===== config.mk =====
export PLATFORM = sky130hd
export DESIGN_NAME = fetch_prefetch
export DESIGN_NICKNAME = d
export VERILOG_FILES = /design/src/rtl/fetch_pkg.sv /design/src/rtl/fetch_fifo.sv /design/src/rtl/fetch_prefetch.sv
export SDC_FILE = /design/constraint.sdc
export NUM_CORES = 1
export LEC_CHECK = 0
export ABC_AREA = 0
export BUFFER_PORTS_ARGS = -buffer_cell sky130_fd_sc_hd__buf_4
export CORE_MARGIN = 4
export CORE_UTILIZATION = 59
export DETAILED_ROUTE_END_ITERATION = 6
export PLACE_DENSITY_LB_ADDON = 0.1
export SYNTH_ARGS = -nofsm -noshare
export SYNTH_HDL_FRONTEND = slang
export SYNTH_SLANG_ARGS = --single-unit

===== constraint.sdc =====
create_clock -name clk_i -period 10.6 [get_ports clk_i]
set_input_delay 2.65 -clock clk_i [delete_from_list [all_inputs] [get_ports clk_i]]
set_output_delay 2.65 -clock clk_i [all_outputs]
set_load 0.005 [all_outputs]

===== src/rtl/fetch_pkg.sv =====
// Shared types for the fetch/prefetch unit: FSM states, queue entry layout
// and the PC step between consecutive instructions.
package fetch_pkg;

  localparam int FETCH_AD_LEN     = 32;
  localparam int FETCH_INST_WIDTH = 32;
  localparam logic [FETCH_AD_LEN-1:0] FETCH_PC_STEP = FETCH_AD_LEN'(FETCH_INST_WIDTH / 8);

  typedef enum logic [1:0] {
    IDLE  = 2'd0,
    REQ   = 2'd1,
    FLUSH = 2'd2
  } fetch_state_e;

  typedef struct packed {
    logic [FETCH_AD_LEN-1:0]     pc;
    logic [FETCH_INST_WIDTH-1:0] inst;
  } fetch_entry_t;

endpackage


===== src/rtl/fetch_fifo.sv =====
// Synchronous FIFO of fetch_entry_t with push/pop/clear; simultaneous push and
// pop is accepted even when full. Storage resets to zero so the head reads 0.
module fetch_fifo
  import fetch_pkg::*;
#(
  parameter int DEPTH = 4
) (
  input  logic                   clk_i,
  input  logic                   reset_ni,
  input  logic                   push_i,
  input  logic                   pop_i,
  input  logic                   clear_i,
  input  fetch_entry_t           data_i,
  output fetch_entry_t           data_o,
  output logic [$clog2(DEPTH):0] count_o,
  output logic                   empty_o
);

  localparam int PW = $clog2(DEPTH);
  localparam int CW = PW + 1;

  fetch_entry_t  mem_q [DEPTH];
  logic [PW-1:0] wr_ptr_q, wr_ptr_d;
  logic [PW-1:0] rd_ptr_q, rd_ptr_d;
  logic [CW-1:0] count_q, count_d;
  logic          full_s, empty_s, do_push_s, do_pop_s;

  assign full_s    = (count_q == CW'(DEPTH));
  assign empty_s   = (count_q == {CW{1'b0}});
  assign do_pop_s  = pop_i & ~empty_s;
  assign do_push_s = push_i & (~full_s | do_pop_s);

  // Pointer and occupancy next-state; pointers wrap naturally since DEPTH is 2^PW
  always_comb begin
    wr_ptr_d = wr_ptr_q;
    rd_ptr_d = rd_ptr_q;
    count_d  = count_q;
    if (clear_i) begin
      wr_ptr_d = {PW{1'b0}};
      rd_ptr_d = {PW{1'b0}};
      count_d  = {CW{1'b0}};
    end else begin
      if (do_push_s) wr_ptr_d = wr_ptr_q + PW'(1'b1);
      else           wr_ptr_d = wr_ptr_q;
      if (do_pop_s)  rd_ptr_d = rd_ptr_q + PW'(1'b1);
      else           rd_ptr_d = rd_ptr_q;
      case ({do_push_s, do_pop_s})
        2'b10:   count_d = count_q + CW'(1'b1);
        2'b01:   count_d = count_q - CW'(1'b1);
        default: count_d = count_q;
      endcase
    end
  end

  // Pointer/occupancy registers
  always_ff @(posedge clk_i) begin
    if (!reset_ni) begin
      wr_ptr_q <= {PW{1'b0}};
      rd_ptr_q <= {PW{1'b0}};
      count_q  <= {CW{1'b0}};
    end else begin
      wr_ptr_q <= wr_ptr_d;
      rd_ptr_q <= rd_ptr_d;
      count_q  <= count_d;
    end
  end

  // Entry storage
  always_ff @(posedge clk_i) begin
    if (!reset_ni) begin
      for (int i = 0; i < DEPTH; i++) mem_q[i] <= '0;
    end else if (do_push_s && !clear_i) begin
      mem_q[wr_ptr_q] <= data_i;
    end
  end

  assign data_o  = mem_q[rd_ptr_q];
  assign count_o = count_q;
  assign empty_o = empty_s;

endmodule


===== src/rtl/fetch_prefetch.sv =====
// Decoupled fetch unit: one outstanding req/ack read at a time, prefetch queue
// of {pc, inst}, redirect flush. `define FETCH_PERF_EN adds pop/discard counters.
module fetch_prefetch
  import fetch_pkg::*;
#(
  parameter int                AD_LEN     = FETCH_AD_LEN,
  parameter int                BUS_WIDTH  = 32,
  parameter int                INST_WIDTH = FETCH_INST_WIDTH,
  parameter int                DEPTH      = 4,
  parameter logic [AD_LEN-1:0] RESET_PC   = {AD_LEN{1'b0}}
) (
  input  logic                  clk_i,
  input  logic                  reset_ni,
  input  logic                  redirect_i,
  input  logic [AD_LEN-1:0]     redirect_pc_i,
  output logic                  bus_req_o,
  output logic [AD_LEN-1:0]     bus_ad_o,
  input  logic                  bus_ack_i,
  input  logic [BUS_WIDTH-1:0]  bus_data_i,
  output logic                  inst_valid_o,
  input  logic                  inst_ready_i,
  output logic [INST_WIDTH-1:0] inst_o,
  output logic [AD_LEN-1:0]     inst_pc_o
`ifdef FETCH_PERF_EN
  ,
  output logic [31:0]           fetch_count_o,
  output logic [31:0]           flush_count_o
`endif
);

  localparam int                CW      = $clog2(DEPTH) + 1;
  localparam logic [AD_LEN-1:0] PC_STEP = AD_LEN'(INST_WIDTH / 8);

  fetch_state_e      state_q, state_d;
  logic [AD_LEN-1:0] fetch_pc_q, fetch_pc_d;
  logic [AD_LEN-1:0] bus_ad_q, bus_ad_d;
  logic              bus_req_q, bus_req_d;
  logic              push_s, pop_s, empty_s, full_s;
  logic [CW-1:0]     count_s;
  fetch_entry_t      entry_s, head_s;

  assign entry_s.pc   = fetch_pc_q;
  assign entry_s.inst = bus_data_i[INST_WIDTH-1:0];
  assign full_s       = (count_s == CW'(DEPTH));
  assign pop_s        = ~empty_s & inst_ready_i & ~redirect_i;

  // Fetch FSM: a request only starts with a free queue slot, so its ack always fits
  always_comb begin
    state_d    = state_q;
    fetch_pc_d = fetch_pc_q;
    bus_ad_d   = bus_ad_q;
    bus_req_d  = 1'b0;
    push_s     = 1'b0;
    case (state_q)
      IDLE: begin
        if (redirect_i) begin
          fetch_pc_d = redirect_pc_i;
          bus_ad_d   = redirect_pc_i;
          state_d    = REQ;
        end else if (!full_s) begin
          bus_ad_d = fetch_pc_q;
          state_d  = REQ;
        end else begin
          state_d = IDLE;
        end
      end
      REQ: begin
        if (redirect_i) begin
          fetch_pc_d = redirect_pc_i;
          if (bus_ack_i) state_d = IDLE;
          else           state_d = FLUSH;
        end else if (bus_ack_i) begin
          push_s     = 1'b1;
          fetch_pc_d = fetch_pc_q + PC_STEP;
          state_d    = IDLE;
        end else begin
          state_d = REQ;
        end
      end
      FLUSH: begin
        if (redirect_i) fetch_pc_d = redirect_pc_i;
        else            fetch_pc_d = fetch_pc_q;
        if (bus_ack_i) state_d = IDLE;
        else           state_d = FLUSH;
      end
      default: state_d = IDLE;
    endcase
    bus_req_d = (state_d != IDLE);
  end

  // FSM and bus-side registers
  always_ff @(posedge clk_i) begin
    if (!reset_ni) begin
      state_q    <= IDLE;
      fetch_pc_q <= RESET_PC;
      bus_req_q  <= 1'b0;
      bus_ad_q   <= RESET_PC;
    end else begin
      state_q    <= state_d;
      fetch_pc_q <= fetch_pc_d;
      bus_req_q  <= bus_req_d;
      bus_ad_q   <= bus_ad_d;
    end
  end

  fetch_fifo #(
    .DEPTH (DEPTH)
  ) u_fifo (
    .clk_i    (clk_i),
    .reset_ni (reset_ni),
    .push_i   (push_s),
    .pop_i    (pop_s),
    .clear_i  (redirect_i),
    .data_i   (entry_s),
    .data_o   (head_s),
    .count_o  (count_s),
    .empty_o  (empty_s)
  );

  assign bus_req_o    = bus_req_q;
  assign bus_ad_o     = bus_ad_q;
  assign inst_valid_o = ~empty_s;
  assign inst_o       = head_s.inst;
  assign inst_pc_o    = head_s.pc;

`ifdef FETCH_PERF_EN
  logic [31:0] fetch_count_q, flush_count_q;
  logic        discard_s;

  assign discard_s = bus_ack_i & ((state_q == FLUSH) | ((state_q == REQ) & redirect_i));

  // Performance counters, free-running with natural wrap
  always_ff @(posedge clk_i) begin
    if (!reset_ni) begin
      fetch_count_q <= 32'd0;
      flush_count_q <= 32'd0;
    end else begin
      if (pop_s)     fetch_count_q <= fetch_count_q + 32'd1;
      if (discard_s) flush_count_q <= flush_count_q + 32'd1;
    end
  end

  assign fetch_count_o = fetch_count_q;
  assign flush_count_o = flush_count_q;
`endif

endmodule

Word-level counts from Yosys, hierarchy flattened
Memory sizes are Yosys's and may differ from the RTL's. A register that Yosys moved wholly into a read port is not among the register bits.
Cells that the tools add are included.
{"block": "word_totals", "input_bits": 69, "output_inout_bits": 98, "wordCells": 67, "mem_bits_rw": 256, "mem_count": 1, "reg_bits": 74}
{"memory": "u_fifo.mem_q", "depth": 4, "width": 64, "rd": 1, "rd_clocked_by_memory_dff": 1, "write_ports": 4, "line_no": "fetch_fifo.sv:22", "source": "fetch_entry_t mem_q [DEPTH];"}
{"block": "op_classes", "bitwise": 9, "n_eq_ne": 8, "muxes": 25, "n_reduce_logical": 12, "n_addsub": 5}
{"operator": "two-way mux 32 bit", "n": 5}
{"operator": "two-way mux 64 bit", "n": 1}
{"operator": "case mux 32 bit (2 select lines)", "n": 1}
{"operator": "OR reduction 64 bit", "n": 1}
{"operator": "adder 32 x 3 -> 32 bit (second input constant)", "n": 1}
{"operator": "two-way mux 1 bit", "n": 11}
{"operator": "two-way mux 2 bit", "n": 5}
{"operator": "case mux 2 bit (3 select lines)", "n": 1}
{"operator": "case mux 3 bit (2 select lines)", "n": 1}
{"operator": "nonzero test 2 bit", "n": 3}
{"operator": "adder 2 x 1 -> 2 bit (second input constant)", "n": 2}
{"operator": "AND 1 bit", "n": 4}
{"operator": "equality test 2 x 1 -> 1 bit (second input constant)", "n": 2}
{"operator": "equality test 2 bit (second input constant)", "n": 2}
{"operator": "NOT 1 bit", "n": 4}
{"operator": "OR reduction 2 bit", "n": 2}
{"operator": "adder 3 x 1 -> 3 bit (second input constant)", "n": 1}
{"operator": "equality test 3 bit (second input constant)", "n": 1}
{"operator": "logical NOT 3 bit", "n": 1}
{"operator": "inequality test 3 bit (second input constant)", "n": 1}
{"operator": "AND reduction 3 bit", "n": 1}
{"operator": "subtractor 3 x 1 -> 3 bit (second input constant)", "n": 1}
{"operator": "logical NOT 2 bit", "n": 1}
{"operator": "inequality test 2 x 1 -> 1 bit (second input constant)", "n": 1}
{"operator": "other kinds (5)", "n": 5}

Longest topological paths before layout
{"block": "depth", "word_depth": 13, "depth_mapped": 10, "ltp_nobuf": 8}

Cells and area by module
From an unflattened synthesis, not the netlist that was laid out.
{"block": "unflattened", "cells_unflattened": 1103, "area_unflattened_um2": 15039.4}
{"module": "fetch_fifo", "n_inst": 1, "cells_each": 674, "area_each_um2": 11448.5, "seq_area_each_um2": 7867.5}
{"module": "fetch_prefetch", "n_inst": 1, "cells_each": 429, "area_each_um2": 3590.9, "seq_area_each_um2": 1341.3}

Worst setup path before layout
OpenSTA, ideal clock, no wires.
{"block": "synth_timing", "path_type": "input port to flip-flop", "startpoint": "input redirect_i", "endpoint": "memory u_fifo.mem_q[0][0] (netlist bit) (enable)", "cell_stages": 5, "path_slack_ps": 1690, "path_buffers": 2, "t_required_ps": 10019, "arrival_ps": 8329, "setup_time_ps": 581, "cell_sequence": "buf_2 > clkbuf_1 > nor4bb_1 > nand2_1 > o31ai_1"}
{"item": "start: declaration", "line_no": "fetch_prefetch.sv:14", "source": "input logic redirect_i,"}
{"item": "end: declaration", "line_no": "fetch_fifo.sv:22"}

==> key figures <==
Worst hold path
  • Hold/Removal Path Class: flop to flop

Finish
  • Most frequent cells in the layout: 256 x and2_1, 256 x edfxtp_1, 181 x buf_4
  • Share of cells above drive strength 1: between 20% and 30%
  • Post-layout nets: 1,313
  • Fill count: 1,752
  • ANT cells: 0
  • Fin util: about 70%
  • Synth-to-layout area growth: 16.6%

Critical path
  • Slowest cell on crit path: buf_4
  • Worst setup EP type: primary output
  • Worst Setup Start Kind: flop
  • Slowest Stage Delay on Critical Path: 850 ps
  • CP max FO: just over 50
  • Most used cell, CP: buf_4
  • CP arrival: approximately 2800 ps
  • WS Path Type: flop to primary output
  • Crit-path cells: buf_4 > mux4_2 > buf_4
  • Req. time, crit path: between 7000 and 8000 ps

Timing
  • Post-route setup TNS: 0 ps
  • Final count of negative-setup-slack endpoints: 0
  • Fin. Hold Viols: 0
  • Tmin final: about 5400 ps
  • Worst Slack Setup Final: between 5000 and 6000 ps
  • Final Skew: roughly 21 ps
  • Max Fclk: 185 MHz
  • Max Transition Viols Final: 0
  • RSZ-0062 raised after global routing: no
  • Least-Margin Pin Slew: roughly 1200 ps
  • Normalized max-slew margin: 18.7%
  • Hold slack final: ~500 ps
  • Period utilization: about half

Power
  • Leakage: about 6.7 nW
  • Worst IR drop on VDD: between 0.1 and 0.15 mV
  • Total Power: 2.88 mW
  • PD cells: roughly 160 nW/um^2

Clocking
  • CTS Buf Count: 35
  • Clock transition at path regs: 60 ps
  • Clk sinks: 332
  • Number of post-CTS setup repair buffers: 0
  • CTS tree: yes
  • Clk_lat worst skew: ~520 ps
  • Post-CTS Resized: 0
  • H-Tree Depth: 2
  • Post-CTS Hold Fix Bufs: 0
  • Clock root cell: clkbuf_16
  • Max Root-Sink Buffers: 3

Detailed routing
  • Drt wl/cell: 22.2 um
  • Vias/cell: between 6 and 7
  • Vias post-DR: between 9,000 and 10,000
  • Total Routed Length: roughly 35,000 um
  • Iteration-0 DRC count of the detailed router: around 820
  • Final ANT Viol Nets: 0
  • DR pass1 iterations: 5
  • DRC: 0

Die
  • Num rows: just under 60
  • Core ar.: roughly 25,000 sq um
  • Die Width: between 150 and 200 um
  • Die Span Y: 168 um
  • Die outline area: 28,300 sq um
  • I/O pin cnt: about 170
  • Initial Util: roughly three fifths

Flow run
  • Max_cap viols: 0

GRT
  • Pin count of the biggest net entering global routing: 67
  • First-pass GRT wire length: approximately 56,000 um
  • Overflow after GRT: 0
  • Initial antenna violation count: 0
  • Vias in the first global route: a little under 10,000
  • GRT Total Usage: ~25%

Logic synthesis
  • Commonest register cell after synthesis: edfxtp_1
  • Synthesized instance count: approximately 1,100
  • Post-synthesis area per instance: ~13 sq um
  • Number of distinct standard cells referenced by the synthesized netlist: between 60 and 70
  • Syn Nets: between 1,000 and 1,500
  • Synth Warn #: 0
  • Sequential element share of the synthesized area: 60.8%
  • Cell area after synthesis: 15,100 sq um
  • FF+latch count, synth: approximately 330
  • Post-synth EDFFs: approximately 260
  • Async set or reset register ratio after synthesis: 0%

Status
  • Status: finished clean

Placed design
  • RD Place Congestion: 0.828
  • Pre-CTS worst setup slack: roughly 4900 ps
  • # port buffers: around 170
  • HPWL after DPL: approximately 21,000 um
## flip-flops by register name (all words and copies together) (netlist names), named ones only
name             cells
bus_req_o            1
u_fifo.mem_q       256
bus_ad_o            32
u_fifo.rd_ptr_q      2
u_fifo.count_o       3
u_fifo.wr_ptr_q      2
fetch_pc_q          32
state_q              2
## final cells by class
cell class / count / area, sq um / area share [%]
Tap cell: 330 / 413 / 2.34
Multi-Input combinational cell: 681 / 5570 / 31.5
Sequential cell: 332 / 9220 / 52.2
Timing Repair Buffer: 181 / 1360 / 7.69
Clock buffer: 46 / 927 / 5.25
Inverter: 10 / 37.5 / 0.212
Clock inverter: 18 / 144 / 0.814
## where the power goes
part           leakage (nW)  total [mW]  internal, mW  switching (mW)
Combinational          2.86       0.219         0.102           0.117
Clock                 0.525        1.15         0.668           0.483
Sequential             3.28        1.51          1.46          0.0462
## path summary, 6_finish.rpt
| kind | start | to | slack [ps] | depth (start not counted) |
|---|---|---|---|---|
| max reg2reg | state_q[0] | u_fifo.mem_q[3][57] | 7590 | 5 |
| min reg2reg | bus_ad_o[23] | bus_ad_o[23] | 500 | 2 |
| max | flop | inst_pc_o[16] | 5180 | 3 |
| min | bus_ad_o[23] | bus_ad_o[23] | 500 | 2 |
## per-stage QoR
stage,instances,instance area (sq um)
4_1_cts,1598,17700
5_1_grt,1598,17700
3_3_place_gp,1534,16600
3_5_place_dp,1534,16600
2_1_floorplan,1125,15100
6_report,1598,17700
## kinds of logic (layout without fill, tap and decap cells)
logic type | count (synthesis) | in the layout | synth area share, %
compound gates | 137 | 137 | 6.52
xor+xnor | 6 | 6 | 0.347
fa+ha+maj | 3 | 3 | 0.297
buf+inv | 112 | 255 | 2.95
flops | 332 | 332 | 60.8
mux | 106 | 106 | 12.4
simple gates | 429 | 429 | 16.7
## synth_stat cells, types with 3 or more instances
| library cell | n | area [sq um] |
|---|---|---|
| nand2_1 | 29 | 109 |
| a32oi_1 | 4 | 35.0 |
| inv_1 | 9 | 33.8 |
| a211oi_1 | 30 | 225 |
| mux2i_1 | 32 | 320 |
| nor2_1 | 48 | 180 |
| o311ai_0 | 6 | 52.6 |
| a2bb2oi_1 | 3 | 26.3 |
| mux2_2 | 10 | 113 |
| o211a_1 | 5 | 50.1 |
| o22ai_1 | 7 | 43.8 |
| o211ai_1 | 9 | 67.6 |
| buf_1 | 5 | 18.8 |
| and3_1 | 6 | 37.5 |
| nand3_1 | 24 | 120 |
| o31ai_1 | 3 | 22.5 |
| nand4_1 | 13 | 81.3 |
| nor3_1 | 10 | 50.1 |
| xor2_1 | 4 | 35.0 |
| nor4_1 | 7 | 43.8 |
| and2_1 | 256 | 1600 |
| o21a_1 | 8 | 60.1 |
| dfxtp_1 | 76 | 1520 |
| a2111oi_0 | 5 | 43.8 |
| mux4_2 | 64 | 1440 |
| a31oi_1 | 6 | 37.5 |
| edfxtp_1 | 256 | 7690 |
| a21oi_1 | 22 | 110 |
| nand2b_1 | 3 | 18.8 |
| o21ai_0 | 12 | 60.1 |
| and4_1 | 4 | 35.0 |
| or3_1 | 3 | 18.8 |
| and2_2 | 4 | 30.0 |
| clkbuf_1 | 81 | 304 |
| buf_2 | 14 | 70.1 |
| or4_1 | 5 | 37.5 |
## per-layer routing
layer  wire, um  vias up  GRT usage (%)
li1           -     4447              -
met1      15100     4803           35.5
met2      17100      390           41.8
met3       2380       53           4.13
met4        776        0           6.67
met5          0        -              0
## critical path, delay by kind of cell (launching register included)
kind	cells	cell delay, ps
multiplexers	1	670
flip-flops	1	520
buffers and inverters	2	1020
Power figures use the tool's default switching activity.
